===== src/rtl/ifu_fetch.sv =====
// Instruction-fetch unit: owns the PC, drives the asynchronous-read IM and loads the IF/ID register.
// Branch/jump redirects follow MIPS delay-slot semantics; fetch halts when the PC leaves the IM window or is misaligned.
module ifu_fetch #(
  parameter logic [31:0] PC_RESET = 32'h0000_3000,
  parameter int unsigned IM_AW    = 10
) (
  input  logic             clk,
  input  logic             reset,
  input  logic             stall,
  input  logic             redirect,
  input  logic [31:0]      redirect_pc,
  output logic [IM_AW-1:0] im_addr,
  input  logic [31:0]      im_instr,
  output logic [31:0]      pc_f,
  output logic [31:0]      ir_d,
  output logic [31:0]      pc4_d,
  output logic             valid_d,
  output logic             halted,
  output logic [31:0]      fetch_cnt
);

  typedef enum logic {RUN, HALT} state_t;

  localparam logic [31:0] WIN_BYTES = 32'd4 << IM_AW;

  state_t      state_q, state_d;
  logic [31:0] pc_q, pc_d;
  logic [31:0] instr_q, instr_d;
  logic [31:0] link_q, link_d;
  logic        vld_q, vld_d;
  logic [31:0] cnt_q, cnt_d;
  logic [31:0] pc_off;
  logic        pc_fault;

  // Unsigned offset: a PC below the window base wraps to a huge value and faults too.
  always_comb begin
    pc_off   = pc_q - PC_RESET;
    pc_fault = (pc_q[1:0] != 2'b00) || (pc_off >= WIN_BYTES);
  end

  always_ff @(posedge clk) begin
    if (!reset) begin
      state_q <= RUN;
      pc_q    <= PC_RESET;
      instr_q <= '0;
      link_q  <= '0;
      vld_q   <= 1'b0;
      cnt_q   <= '0;
    end else begin
      state_q <= state_d;
      pc_q    <= pc_d;
      instr_q <= instr_d;
      link_q  <= link_d;
      vld_q   <= vld_d;
      cnt_q   <= cnt_d;
    end
  end

  always_comb begin
    state_d = state_q;
    pc_d    = pc_q;
    instr_d = instr_q;
    link_d  = link_q;
    vld_d   = vld_q;
    cnt_d   = cnt_q;
    case (state_q)
      RUN: begin
        if (stall) begin
          // D re-presents any redirect once the stall clears.
        end else if (pc_fault) begin
          state_d = HALT;
          instr_d = '0;
          vld_d   = 1'b0;
        end else begin
          instr_d = im_instr;
          link_d  = pc_q + 32'd4;
          vld_d   = 1'b1;
          cnt_d   = cnt_q + 32'd1;
          pc_d    = redirect ? redirect_pc : pc_q + 32'd4;
        end
      end
      HALT: begin
        instr_d = '0;
        vld_d   = 1'b0;
      end
      default: state_d = HALT;
    endcase
  end

  always_comb begin
    im_addr   = pc_q[IM_AW+1:2];
    pc_f      = pc_q;
    ir_d      = instr_q;
    pc4_d     = link_q;
    valid_d   = vld_q;
    halted    = (state_q == HALT);
    fetch_cnt = cnt_q;
  end

endmodule


===== config.mk =====
export PLATFORM = sky130hd
export DESIGN_NAME = ifu_fetch
export DESIGN_NICKNAME = d
export VERILOG_FILES = /design/src/rtl/ifu_fetch.sv
export SDC_FILE = /design/constraint.sdc
export NUM_CORES = 1
export LEC_CHECK = 0
export ABC_AREA = 1
export CORE_MARGIN = 10
export CORE_UTILIZATION = 49
export DETAILED_ROUTE_END_ITERATION = 8
export MAX_ROUTING_LAYER = met4
export PLACE_DENSITY = 0.95
export SYNTH_ARGS = -nofsm -noshare
export SYNTH_HDL_FRONTEND = slang
export SYNTH_SLANG_ARGS = --single-unit

===== constraint.sdc =====
create_clock -name clk -period 4.77 [get_ports clk]
set_input_delay 0.477 -clock clk [delete_from_list [all_inputs] [get_ports clk]]
set_output_delay 0.477 -clock clk [all_outputs]
set_load 0.03 [all_outputs]

# After elaboration in Yosys (flattened, before gate mapping)
# Index checks and enable logic that the tools add are counted.
# W data, S select, Z words.
# word_totals
wordCells	27
regBits	130
output_inout_bits	140
# classes
n_mux	10
eq_ne	1
reduce_logical	3
addsub	3
bitwise_logic	3
n_lt_le_gt_ge	1
# ops
op	count
$mux W32	3
$pmux W32 S2	1
$add A32 B1 Y32 const B	1
$add A32 B3 Y32 const B	1
$ge A32 B13 Y1 const B	1
$sub A32 B14 Y32 const B	1
$mux W1	5
$not A1 Y1	3
$reduce_and A3 Y1	1
$ne A2 B2 Y1 const B	1
$pmux W1 S2	1
$reduce_bool A2 Y1	1
$logic_or A1 B1 Y1	1

# Logic depth before layout (Yosys ltp)
# depth
word_depth	6
ltp_mapped	15
mapped_depth_nobuf	14

# Least setup slack after synthesis
# OpenSTA, ideal clock, no wires.
# synth_path
path_type	register -> register
startpoint	reg cnt_q[0], in the netlist fetch_cnt[0]
endpoint	reg cnt_q[30], in the netlist fetch_cnt[30]
period_less_slack_ps	2157
n_path_buf	0
setup_ps	116
slack_ps	2613
t_required_ps	4654
arrival_time_ps	2041
path_stages_with_launch	13
path_cell_list	dfxtp_1 ha_1 nand3_1 nor2_2 nand4_1 nor2_2 nand2_1 nor2_2 nand3_1 nor2_1 nand3_1 nand2_1 nor2_1
# synth_between
elab_chain_len	1
# synth_rtl
item	line	source
from (decl)	31	logic [31:0] cnt_q, cnt_d;
from (signal assigned)	55	cnt_q <= cnt_d;
$add A32 B1 Y32	78	cnt_d = cnt_q + 32'd1;
# Every way passes these cells.
# A chain may end at the register's enable or synchronous reset.

# Worst setup path in the final report
# layout_path
startpoint	reg pc_q[18], in the netlist pc_f[18]
endpoint	reg instr_q[27], in the netlist ir_d[27]
# layout_between
elab_chain_len	6
# layout_rtl
item	line	source
from (decl)	27	logic [31:0] pc_q, pc_d;
from (signal assigned)	51	pc_q <= pc_d;
$sub A32 B14 Y32	37	pc_off = pc_q - PC_RESET;
$ge A32 B13 Y1	38	pc_fault = (pc_q[1:0] != 2'b00) || (pc_off >= WIN_BYTES);
$logic_or A1 B1 Y1	38	
$mux W32	70	end else if (pc_fault) begin
$mux W32	68	if (stall) begin
$pmux W32 S2	66	case (state_q)
to (signal assigned)	52	instr_q <= instr_d;
to (decl)	28	logic [31:0] instr_q, instr_d;
# Every way passes these cells. The select of a mux whose other input is x is not followed.

==> flow_summary.ini <==
[detailed_routing]
drc_errors = 0
post_drt_wl_per_cell_um = 15.5
totalWireLength_mm = 18.5
vias_per_cell = 5.05
drt_pass1_iterations = 5
drtIter0Drc = 563
vias = 6034
drtAntennaViolNets = 0

[critical_path]
crit_arrival_ns = 3.17
required_ns = 5.08
start_kind = flip-flop
endpoint_kind = flip-flop
critPathKind = flip-flop to flip-flop
crit_fanout = 57

[clocking]
cts_setup_buffers = 0
clockRootBuffer = clkbuf_16
cts_max_path_buffers = 2
cts.reportedPaths.clkPinSlew_ns = 0.06
ctsResizeCount = 0
cts_tree = built
cts_buffers = 17
cts-hold-fix-buffers = 0
h-tree-depth = 4
clk_latency_ns = 0.42
clock-sinks = 130

[pwr]
pwr-share-comb = 0.476
seq_power_share = 0.274
p_clk_frac = 0.250
vdd_drop_max_uv = 376
swShare = 0.439
power.density_mw_per_mm2 = 662
p_leak_nw = 3.49
p_sw_w = 0.00249
p_int_w = 0.00319

[sta]
finalMaxSlewViolations = 0
final-hold-violation-count = 0
rsz0062_at_grt = false
period_minus_slack_ns = 2.87
period_share = 0.601
whs_ns = 0.443
fmax_mhz = 349
tns_ns = 0
setup_violations = 0
clock_skew_ns = 0.0125
worstMarginPinSlew_ns = 1.12
max_slew_margin = 0.250

[synth]
synth_top_cells_by_count = nand2_1, dfxtp_1, inv_1, nor2_1, a21oi_1
synth_cells = 853
yosysWarnings = 0
yosysMostFrequentCell = nand2_1
synth.distinct_cells = 32
synth-async-reset-ratio = 0
synth-edff-count = 0
ys_ff_latch = 130
synthTopCellsByArea = dfxtp_1, nand2_1, a21oi_1, inv_1, nor2_1
synthesis.nets = 924
ys.flop_type = dfxtp_1
synth_area_mm2 = 0.00592
syn_area_per_cell_um2 = 6.94
seq_area_frac_synth = 0.440
synth_top_cell_area_share = 0.440
synth_largest_area_cell = dfxtp_1

[floorplan]
die_y_um = 130
core.rowCount = 40
dieArea_mm2 = 0.0169
start_util = 0.497
core_mm2 = 0.0119
die_x_um = 130
ios = 208

[layout]
area_growth_pct = 44.9
n_fill_cell = 887
drive_gt1_frac = 0.0602
nets = 1104

[global_routing]
grt_overflow_total = 0
first_global_vias = 5884
grt_max_degree = 111
grt_first_pass_wirelength_mm = 29.3
antenna_found_initial = 1
grtUsageTotal = 0.221

[hold_path]
min_path_type = flip-flop to flip-flop

[run]
maxCapViolations = 0

[placement]
gp_congestion = 0.867
dpl.hpwl_mm = 12.7
io_buffers = 207

[run_status]
status = completed
## worst paths after layout
| path | slack (ns) | start | cells past startpoint | endpoint |
|---|---|---|---|---|
| worst max register to register | 1.90 | pc_f[18]$_SDFFE_PN0P_ | 12 | ir_d[27]$_SDFFE_PN0P_ |
| worst max-delay path | 1.90 | pc_f[18]$_SDFFE_PN0P_ | 12 | ir_d[27]$_SDFFE_PN0P_ |
| worst min-delay path | 0.44 | pc4_d[11]$_SDFFE_PN0P_ | 2 | pc4_d[11]$_SDFFE_PN0P_ |
| worst min register to register | 0.44 | pc4_d[11]$_SDFFE_PN0P_ | 2 | pc4_d[11]$_SDFFE_PN0P_ |
## worst max-delay path, stage by stage, from the launching register on
cell     delay (ns)
dfxtp_1        0.33
nor2_1         0.20
nand2_1        0.10
nor2_1         0.14
nand3_1        0.12
nand2_1        0.08
nand3_1        0.10
nor2_2         0.18
nand3_4        0.10
inv_2          0.68
buf_4          0.44
nand2_1        0.11
a21oi_1        0.17
## routing by layer
metal | wire length [um] | global-route usage | vias to the layer above
li1 | - | - | 3030
met3 | 1350 | 0.0649 | 45
met2 | 9220 | 0.374 | 244
met4 | 513 | 0.101 | 0
met1 | 7410 | 0.236 | 2715
met5 | 0 | - | -
## layout by cell type, fill, tap and decap left out, types with 11 or more instances in the layout
master / synthesis / routed
o21ai_0: 44 / 44
nor3_1: 12 / 12
clkbuf_16: 0 / 17
dfxtp_1: 130 / 130
nor2_2: 11 / 12
o21ai_1: 11 / 11
a21oi_1: 83 / 83
inv_1: 109 / 109
nand2_1: 195 / 195
nand3_1: 51 / 51
nor2_1: 107 / 106
clkdlybuf4s50_1: 0 / 206
## layout make-up
class,instances,area [um2],area share
Multi-Input combinational cell,560,2600,0.304
Sequential cell,130,2600,0.304
Timing Repair Buffer,212,2100,0.246
Clock buffer,21,480,0.0561
Inverter,112,420,0.0490
Tap cell,147,184,0.0215
Clock inverter,11,174,0.0203
Antenna cell,1,2.50,0.000292
## sequential cells by signal (all words and copies together) (netlist names)
name / flops
valid_d: 1
fetch_cnt: 32
pc4_d: 32
pc_f: 32
ir_d: 32
halted: 1
## through the flow
step | util | area (um2) | setup WS, ns | power, W | cells
2_1_floorplan | - | 5920 | 2.61 | 0.00350 | 853
5_1_grt | 0.720 | 8570 | 1.66 | 0.00603 | 1194
4_1_cts | 0.719 | 8570 | 1.97 | 0.00569 | 1193
6_report | 0.720 | 8570 | 1.90 | 0.00568 | 1194
3_3_place_gp | 0.664 | 7920 | 2.14 | 0.00417 | 1161
3_5_place_dp | 0.664 | 7920 | 2.03 | 0.00422 | 1161
## logic make-up after synthesis
| logic type | Yosys count | share of synthesized area |
|---|---|---|
| adders and majority gates | 3 | 0.00634 |
| buffers and inverters | 163 | 0.122 |
| AOI/OAI and AO/OA | 155 | 0.140 |
| xor gates and xnor gates | 11 | 0.0163 |
| DFF | 130 | 0.440 |
| and+or+nand+nor | 389 | 0.273 |
| muxes | 2 | 0.00338 |
## power groups by stage
| stage | Combinational [W] | Clock (W) | Sequential (W) |
|---|---|---|---|
| 2_1_floorplan | 0.00154 | 0 | 0.00196 |
| 3_3_place_gp | 0.00261 | 0 | 0.00156 |
| 3_5_place_dp | 0.00266 | 0 | 0.00157 |
| 4_1_cts | 0.00270 | 0.00144 | 0.00155 |
| 5_1_grt | 0.00296 | 0.00148 | 0.00159 |
| 6_report | 0.00270 | 0.00142 | 0.00155 |
(Power assumes the default switching activity.)
